<file path="config.mk">
export PLATFORM = sky130hd
export DESIGN_NAME = pc_unit
export DESIGN_NICKNAME = d
export VERILOG_FILES = /design/src/rtl/mips_pkg.sv /design/src/rtl/ras_stack.sv /design/src/rtl/pc_unit.sv
export SDC_FILE = /design/constraint.sdc
export NUM_CORES = 1
export LEC_CHECK = 0
export ABC_AREA = 1
export CAP_MARGIN = 20
export CELL_PAD_IN_SITES_DETAIL_PLACEMENT = 0
export CELL_PAD_IN_SITES_GLOBAL_PLACEMENT = 2
export CORE_MARGIN = 2
export CORE_UTILIZATION = 31
export CTS_CLUSTER_DIAMETER = 200
export DETAILED_ROUTE_END_ITERATION = 8
export PLACE_DENSITY = 0.89
export SLEW_MARGIN = 30
export SYNTH_ARGS = -nofsm -noshare
export SYNTH_HDL_FRONTEND = slang
export SYNTH_SLANG_ARGS = --single-unit
</file>
<file path="constraint.sdc">
create_clock -name clk -period 4.3 [get_ports clk]
set_input_delay 0.43 -clock clk [delete_from_list [all_inputs] [get_ports clk]]
set_output_delay 0.43 -clock clk [all_outputs]
set_load 0.03 [all_outputs]
</file>
<file path="src/rtl/mips_pkg.sv">
// Shared definitions for the fetch-stage PC logic.
//   XLEN      : default PC / address width.
//   RESET_VEC : PC value while and after reset.
//   EXC_VEC   : PC loaded when an exception is taken.
//   pc_src_e  : next-PC source selector, exported on a debug net in pc_unit.
package mips_pkg;

  localparam int unsigned XLEN = 32;
  localparam logic [31:0] RESET_VEC = 32'h0000_0000;
  localparam logic [31:0] EXC_VEC   = 32'h8000_0180;

  typedef enum logic [2:0] {
    SrcSeq,
    SrcBranch,
    SrcJump,
    SrcRet,
    SrcExc
  } pc_src_e;

endpackage

</file>
<file path="src/rtl/ras_stack.sv">
// Circular return-address stack.
//   clk_i    : rising-edge clock.
//   rst_i    : asynchronous active-high reset (pointer and count only).
//   push_i   : write data_i at the pointer and advance.
//   pop_i    : retreat the pointer when not empty.
//   flush_i  : drop all entries; overrides push/pop.
//   data_i   : return address to push.
//   top_o    : most recently pushed entry (valid when !empty_o).
//   empty_o  : stack holds 0 entries.
//   full_o   : stack holds Depth entries.
// push_i and pop_i together replace the top entry in place (count unchanged);
// on an empty stack that degenerates to a plain push.
module ras_stack #(
  parameter int unsigned Width = 32,
  parameter int unsigned Depth = 4
) (
  input  logic             clk_i,
  input  logic             rst_i,
  input  logic             push_i,
  input  logic             pop_i,
  input  logic             flush_i,
  input  logic [Width-1:0] data_i,
  output logic [Width-1:0] top_o,
  output logic             empty_o,
  output logic             full_o
);

  localparam int unsigned PtrW = $clog2(Depth);
  localparam int unsigned CntW = PtrW + 1;

  logic [PtrW-1:0]  ptr_q, ptr_d;
  logic [CntW-1:0]  cnt_q, cnt_d;
  logic [PtrW-1:0]  top_idx;
  logic [PtrW-1:0]  wr_idx;
  logic             wr_en;
  logic [Width-1:0] mem_q [Depth];

  // Pointer names the next free slot; Depth is a power of two so it wraps freely.
  assign top_idx = ptr_q - PtrW'(1);
  assign top_o   = mem_q[top_idx];
  assign empty_o = (cnt_q == '0);
  assign full_o  = (cnt_q == CntW'(Depth));

  always_comb begin
    ptr_d  = ptr_q;
    cnt_d  = cnt_q;
    wr_en  = 1'b0;
    wr_idx = ptr_q;
    if (flush_i) begin
      cnt_d = '0;
    end else if (push_i && pop_i) begin
      wr_en = 1'b1;
      if (empty_o) begin
        ptr_d = ptr_q + PtrW'(1);
        cnt_d = cnt_q + CntW'(1);
      end else begin
        wr_idx = top_idx;
      end
    end else if (push_i) begin
      // When full the write lands on the oldest entry and count saturates.
      wr_en = 1'b1;
      ptr_d = ptr_q + PtrW'(1);
      if (!full_o) begin
        cnt_d = cnt_q + CntW'(1);
      end
    end else if (pop_i && !empty_o) begin
      ptr_d = ptr_q - PtrW'(1);
      cnt_d = cnt_q - CntW'(1);
    end
  end

  always_ff @(posedge clk_i or posedge rst_i) begin
    if (rst_i) begin
      ptr_q <= '0;
      cnt_q <= '0;
    end else begin
      ptr_q <= ptr_d;
      cnt_q <= cnt_d;
    end
  end

  // Storage contents are don't-care after reset, so no reset here.
  always_ff @(posedge clk_i) begin
    if (wr_en) begin
      mem_q[wr_idx] <= data_i;
    end
  end

endmodule

</file>
<file path="src/rtl/pc_unit.sv">
// Fetch program counter with prioritised redirects and a return-address stack.
//   clk, rst       : rising-edge clock, asynchronous active-high reset.
//   en             : update enable; 0 stalls PC/RAS except for exceptions.
//   exc            : exception request (highest priority, ignores en).
//   ret            : return redirect to RAS top (jump_target if RAS empty).
//   jump           : unconditional redirect to jump_target.
//   jump_target    : jump target and fallback return target.
//   branch_taken   : redirect to branch_target.
//   call           : push ret_addr onto the RAS (no redirect by itself).
//   ret_addr       : return address to push.
//   pc_out         : registered fetch PC.
//   pc_plus        : pc_out + INC, wrapping.
//   epc            : PC replaced by the most recent exception.
//   ras_empty/full : RAS occupancy decodes.
module pc_unit
  import mips_pkg::*;
#(
  parameter int unsigned     WIDTH        = XLEN,
  parameter logic [WIDTH-1:0] RESET_VECTOR = WIDTH'(RESET_VEC),
  parameter logic [WIDTH-1:0] EXC_VECTOR   = WIDTH'(EXC_VEC),
  parameter int unsigned     INC          = 4,
  parameter int unsigned     RAS_DEPTH    = 4
) (
  input  logic             clk,
  input  logic             rst,
  input  logic             en,
  input  logic             exc,
  input  logic             ret,
  input  logic             jump,
  input  logic [WIDTH-1:0] jump_target,
  input  logic             branch_taken,
  input  logic [WIDTH-1:0] branch_target,
  input  logic             call,
  input  logic [WIDTH-1:0] ret_addr,
  output logic [WIDTH-1:0] pc_out,
  output logic [WIDTH-1:0] pc_plus,
  output logic [WIDTH-1:0] epc,
  output logic             ras_empty,
  output logic             ras_full
);

  logic [WIDTH-1:0] pc_q, pc_d;
  logic [WIDTH-1:0] epc_q, epc_d;
  logic [WIDTH-1:0] ras_top;
  logic             ras_push, ras_pop, ras_flush;
  logic             hold;
  pc_src_e          next_src_dbg;

  assign pc_out  = pc_q;
  assign pc_plus = pc_q + WIDTH'(INC);
  assign epc     = epc_q;

  // Source selection and RAS control.
  always_comb begin
    next_src_dbg = SrcSeq;
    hold         = 1'b0;
    epc_d        = epc_q;
    ras_push     = 1'b0;
    ras_pop      = 1'b0;
    ras_flush    = 1'b0;
    if (exc) begin
      next_src_dbg = SrcExc;
      epc_d        = pc_q;
      ras_flush    = 1'b1;
    end else if (!en) begin
      hold = 1'b1;
    end else begin
      ras_push = call;
      ras_pop  = ret;
      if (ret) begin
        next_src_dbg = SrcRet;
      end else if (jump) begin
        next_src_dbg = SrcJump;
      end else if (branch_taken) begin
        next_src_dbg = SrcBranch;
      end
    end
  end

  // Next-PC mux driven by the selected source.
  always_comb begin
    pc_d = pc_plus;
    if (hold) begin
      pc_d = pc_q;
    end else begin
      unique case (next_src_dbg)
        SrcExc:    pc_d = EXC_VECTOR;
        SrcRet:    pc_d = ras_empty ? jump_target : ras_top;
        SrcJump:   pc_d = jump_target;
        SrcBranch: pc_d = branch_target;
        SrcSeq:    pc_d = pc_plus;
        default:   pc_d = pc_plus;
      endcase
    end
  end

  always_ff @(posedge clk or posedge rst) begin
    if (rst) begin
      pc_q  <= RESET_VECTOR;
      epc_q <= '0;
    end else begin
      pc_q  <= pc_d;
      epc_q <= epc_d;
    end
  end

  ras_stack #(
    .Width (WIDTH),
    .Depth (RAS_DEPTH)
  ) u_ras (
    .clk_i   (clk),
    .rst_i   (rst),
    .push_i  (ras_push),
    .pop_i   (ras_pop),
    .flush_i (ras_flush),
    .data_i  (ret_addr),
    .top_o   (ras_top),
    .empty_o (ras_empty),
    .full_o  (ras_full)
  );

endmodule

</file>
==> results.md, run 1 <==
- Die width: 180 µm
- Cells after synthesis: 1090
- GRT busiest layer: met2
- Post-synthesis sequential area ratio: 57.9%
- Status: complete, no violations
- WP data required: 3870 ps
- Avg Cell Area, Syn: 8.83 µm²
- Final hold violation count: 0
- Clock buffer depth: 2
- Post-layout min period: 3230 ps
- # IOs: 202
- Synthesis-to-layout area growth: 31.5%
- RSZ-0062 raised after global routing: false
- Die Ht: 180 µm
- Share of cells above drive strength 1: 6.64%
- Drt first pass iters: 5
- Power density cells: 485 nW/µm²
- Clk pin slew, worst setup/hold paths: 90 ps
- Pin count of the biggest net entering global routing: 61
- DRT Wirelength: 29.6 mm
- Critical Path Max Stage Delay: 720 ps
- Period utilisation layout: 75.2%
- Number of buffers added on ports: 201
- Critical Path Slowest Stage Cell: clkdlybuf4s50_1
- Relative slew slack: 43.8%
- GRT Util Overall: 17.9%
- Xor and xnor area share after synthesis: 1.72%
- Starting Density: 31.5%
- DRT antenna net count: 0
- Peak supply drop: 263 µV
- Dpl ws: 939 ps
- Max Fclk: 309 MHz
- Yosys warns: 0
- Post-synthesis mux area share: 0%
- Initial drt markers: 604
- Die area: 32500 µm²
- Slew Viols, Final: 0
- First-pass GRT wire length: 44.6 mm
- CTS Buf Count: 17
- Antenna violations before repair: 1
- Routing usage on met3: 3.68%
- Post-CTS setup buffer count: 0
- Main combinational cell family by area after synthesis: simple AND/OR/NAND/NOR gates
- DP Cell Count: 1660
- Setup TNS: 0 ps
- Post-CTS Hold Buffers: 0
- Most common cell after layout, fill and taps aside: nand2_1
- FF+latch count, synth: 197
- Via count: 7897
- Crit Path Category: flop to output pin
- Type of destination of the critical path: output pin
- Worst-Skew Late Latency: 440 ps
- Share of flip-flops with an asynchronous set or reset: 35.0%
- Routed len/inst: 17.5 µm
- Final setup violation count: 0
- Crit Path Max Fanout: 8
- CTS tree: done
- GRT Residual Overflow: 0
- WP data arrival: 2800 ps
- Final WS setup: 1070 ps
- Worst min path class: primary input to async pin
- Synth Area in Compound Gates: 9.03%
- Final HPWL DP: 22.4 mm
- Sink Count: 197
- Final Skew: 22.6 ps
- Met2 GRT Util: 28.9%
- Core Area: 30600 µm²
- LEAKAGE: 5.17 nW
- # nets final: 1391
- GP Congestion: 0.859
- Vias in the first global route: 7618
- Final non-filler cell total: 1693
- Max cap viols: 0
- Distinct cells, synth: 35
- Residual DRC: 0
- Syn Nets: 1198
- Synth Flop Type: edfxtp_1
- Synth Area in Adders: 0.520%
- Simple-Gate Fraction of Synth Area: 25.4%
- Cell Rows: 64
- Mapped Area: 9630 µm²
- Vias/cell: 4.66
- Post-synth EDFFs: 128
- CP Cell Sequence: ha_1, nand2_1, nor2_1, nand2_2, nor2_8, nand3_1, xor2_1, clkdlybuf4s50_1
- Commonest non-fill, non-tap cells in the layout: 336 x nand2_1, 201 x clkdlybuf4s50_1, 163 x nor2_1
- H-tree depth: 4
- Root Buffer: clkbuf_16
- Overall power: 0.00614 W
- GRT met1 Usage: 24.7%
- Post-layout util: 41.4%
- PostCTS Resize Cnt: 0
- Worst-margin pin slew: 837 ps
- Crit start category: flop
area by class of cell:
| class | count | area (µm²) |
|---|---|---|
| clock inverters | 15 | 198 |
| repair buffers | 214 | 2110 |
| multi-input cells | 770 | 3540 |
| fillers | 3053 | 17900 |
| inverters | 83 | 312 |
| diodes | 1 | 2.50 |
| clock buffers | 17 | 425 |
| flip-flops and latches | 197 | 5570 |
| well taps | 396 | 495 |
cells by family (layout without fill, tap and decap cells):
group                      Yosys count  count (layout)
DFF                                197             197
other                                0               1
xor gates and xnor gates            18              18
AOI/OAI and AO/OA                  159             159
buffers and inverters              123             329
and+or+nand+nor                    589             589
adders and majority gates            4               4
cells in the mapped netlist, types with 10 or more instances:
cell / count / area share [%]
xor2_1: 15 / 1.4
a21boi_0: 11 / 0.86
clkbuf_1: 13 / 0.51
inv_1: 74 / 2.9
buf_2: 15 / 0.78
nand2_1: 336 / 13
nand3_1: 46 / 2.4
nor2_1: 167 / 6.5
dfrtp_1: 69 / 18
edfxtp_1: 128 / 40
o211ai_1: 10 / 0.78
a21oi_1: 41 / 2.1
o21ai_0: 82 / 4.3
critical path, delay by kind of cell, from the launching register on:
family,cells,cell delay (ps)
simple gates,5,700
buf+inv,1,720
flops,1,460
xor+xnor,1,250
fa+ha+maj,1,250
power breakdown:
part           internal (W)  switching [W]  total [W]
registers           0.00221       0.000152    0.00236
logic              0.000717        0.00141    0.00213
clock network      0.000848       0.000803    0.00165
total               0.00377        0.00237    0.00614
per-layer routing:
metal	routed length (µm)	share of wire, %
met2	13700	46
met3	1580	5.3
met5	0	0
met1	13800	47
met4	473	1.6
path summary, 6_finish.rpt:
check,startpoint,end,slack (ps),depth (start not counted)
max in group asynchronous,rst,pc_out[5],2920,3
min in group clk,epc[7],epc[7],480,2
setup reg to reg,u_ras.ptr_q[1],u_ras.mem_q[1][26],1360,9
hold reg to reg,epc[7],epc[7],480,2
setup / recovery,pc_out[3],pc_plus[28],1070,8
hold / removal,rst,epc[30],310,2
flip-flops by register name, summed over array words and instances, names as in the netlist:
register,cells
u_ras.mem_q,128
pc_out,32
epc,32
u_ras.ptr_q,2
u_ras.cnt_q,3
stage by stage:
step	cell area, µm²	hold slack (ps)
after floorplan	9630	481
after global placement	12000	457
after detailed placement	12000	459
after CTS	12700	305
after global routing	12700	354
final	12700	308
(Power assumes the default switching activity.)
==> inputs of run 2 (changes only) <==
clock period = 3.29 ns   (was 4.3 ns; I/O delays follow)
==> run 2 against run 1 <==
Largest power group unchanged; register-to-register slack worse by 560 ps; cell area is 0.68% higher; first-iteration DRC count fell by 5.5%; setup slack got worse by 880 ps; sequential cell count is the same; critical path type unchanged; highest routed layer unchanged; critical path depth is the same.
==> results.md, run 2 (same netlist as run 1, synthesis figures left out) <==
- Status: complete, no violations (unchanged)
- Max cap viols: 0 (unchanged)
- Die Ht: 180 µm (unchanged)
- Final hold violation count: 0 (unchanged)
- Slew Viols, Final: 0 (unchanged)
- Relative slew slack: 42.7% (was 43.8%)
- GRT Util Overall: 18.4% (was 17.9%)
- First-pass GRT wire length: 46.1 mm (was 44.6 mm)
- Initial drt markers: 571 (was 604)
- Final HPWL DP: 22.3 mm (was 22.4 mm)
- Final Skew: 13.8 ps (was 22.6 ps)
- PostCTS Resize Cnt: 0 (unchanged)
- CTS Buf Count: 17 (unchanged)
- Root Buffer: clkbuf_16 (unchanged)
- # IOs: 202 (unchanged)
- Antenna violations before repair: 1 (unchanged)
- H-tree depth: 4 (unchanged)
- Die area: 32500 µm² (unchanged)
- Type of destination of the critical path: output pin (unchanged)
- Period utilisation layout: 94.3%
- Vias in the first global route: 7703 (was 7618)
- Vias/cell: 4.72 (was 4.66)
- LEAKAGE: 5.21 nW (was 5.17 nW)
- Die width: 180 µm (unchanged)
- WP data required: 2960 ps (was 3870 ps)
- # nets final: 1398 (was 1391)
- Post-CTS Hold Buffers: 0 (unchanged)
- Drt first pass iters: 5 (unchanged)
- Post-layout min period: 3100 ps
- DRT Wirelength: 29.6 mm (about the same)
- Fillers: 3070 (was 3053)
- WP data arrival: 2770 ps (was 2800 ps)
- GRT Residual Overflow: 0 (unchanged)
- Overall power: 0.00802 W (was 0.00614 W)
- GP Congestion: 0.846 (was 0.859)
- Max reg flops: 128 (unchanged)
- Final setup violation count: 0 (unchanged)
- Core Area: 30600 µm² (unchanged)
- CTS tree: done (unchanged)
- Clock buffer depth: 2 (unchanged)
- Routed len/inst: 17.4 µm (was 17.5 µm)
- DRT antenna net count: 0 (unchanged)
- Max Fclk: 322 MHz
- Worst min path class: primary input to async pin (unchanged)
- Most common cell after layout, fill and taps aside: nand2_1 (unchanged)
- Crit start category: flop (unchanged)
- Crit Path Category: flop to output pin (unchanged)
- Sink Count: 197 (unchanged)
- Largest Register: u_ras.mem_q (unchanged)
- Synthesis-to-layout area growth: 32.4% (was 31.5%)
- Clk pin slew, worst setup/hold paths: 80 ps (was 90 ps)
- Share of cells above drive strength 1: 7.21% (was 6.64%)
- Cell Rows: 64 (unchanged)
- Pin count of the biggest net entering global routing: 70 (was 61)
- Worst-margin pin slew: 860 ps (was 837 ps)
- Crit Path Max Fanout: 8 (unchanged)
- Peak supply drop: 405 µV (was 263 µV)
- Starting Density: 31.5% (unchanged)
- Via count: 8025 (was 7897)
- Commonest non-fill, non-tap cells in the layout: 336 x nand2_1, 201 x clkdlybuf4s50_1, 163 x nor2_1 (unchanged)
- RSZ-0062 raised after global routing: false (unchanged)
- Number of buffers added on ports: 201 (unchanged)
- Residual DRC: 0 (unchanged)
- Power density cells: 629 nW/µm² (was 485 nW/µm²)
- Worst-Skew Late Latency: 450 ps (was 440 ps)
- Post-CTS setup buffer count: 0 (unchanged)
- Setup TNS: 0 ps (unchanged)
==> run 2: changes by cell type in the layout (fill, tap and decap cells not counted), sizes merged <==
| cell | before | now |
|---|---|---|
| inv | 89 | 90 |
| buf | 13 | 20 |
| bufinv | 1 | 0 |
==> run 2: area by class of cell <==
cell class / count / area, µm² / area share [%]
Inverter: 83 / 312 / 2.45
Tap cell: 396 / 495 / 3.89
Timing Repair Buffer: 221 / 2200 / 17.3
Sequential cell: 197 / 5570 / 43.7
Multi-Input combinational cell: 770 / 3540 / 27.8
Clock buffer: 17 / 425 / 3.34
Clock inverter: 15 / 190 / 1.49
Antenna cell: 1 / 2.50 / 0.0196
==> run 2: worst max-delay path, cell delays in order, from the launching register on <==
cell,delay [ps]
dfrtp_1,440
ha_1,230
nand2_1,70
nor2_1,160
nand2_2,150
nor2_8,180
nand3_1,110
xor2_1,260
clkdlybuf4s50_1,740
==> run 2: per-stage QoR <==
| stage | cell area, µm² | setup WS (ps) | hold slack (ps) | util [%] | cells |
|---|---|---|---|---|---|
| after floorplan | 9630 | 228 | 428 | - | 1090 |
| after global placement | 12100 | 528 | 455 | 39.6 | 1667 |
| after detailed placement | 12100 | 480 | 459 | 39.6 | 1667 |
| after CTS | 12700 | 176 | 479 | 41.6 | 1699 |
| after global routing | 12700 | 21.7 | 444 | 41.7 | 1700 |
| final | 12700 | 186 | 358 | 41.7 | 1700 |
==> run 2: worst paths after layout <==
check / startpoint / end / slack [ps] / cells after the start
setup / recovery: pc_out[3] / pc_plus[28] / 190 / 8
hold / removal: rst / epc[25] / 360 / 3
setup reg to reg: u_ras.cnt_q[0] / pc_out[7] / 800 / 11
hold reg to reg: epc[7] / epc[7] / 480 / 2
max in group asynchronous: rst / pc_out[8] / 2450 / 3
min in group clk: epc[7] / epc[7] / 480 / 2
==> run 2: report_power, final <==
group / internal, W / switching, W
Clock: 0.00104 / 0.00109
Combinational: 0.000967 / 0.00179
Sequential: 0.00289 / 0.000249
==> run 2: layer usage <==
layer  wire, µm  GRT usage, %  vias up
li1           -             -     3973
met4        386          4.06        0
met5          0             0        -
met3       1990          3.56       20
met1      13500          26.0     3789
met2      13700          29.4      243
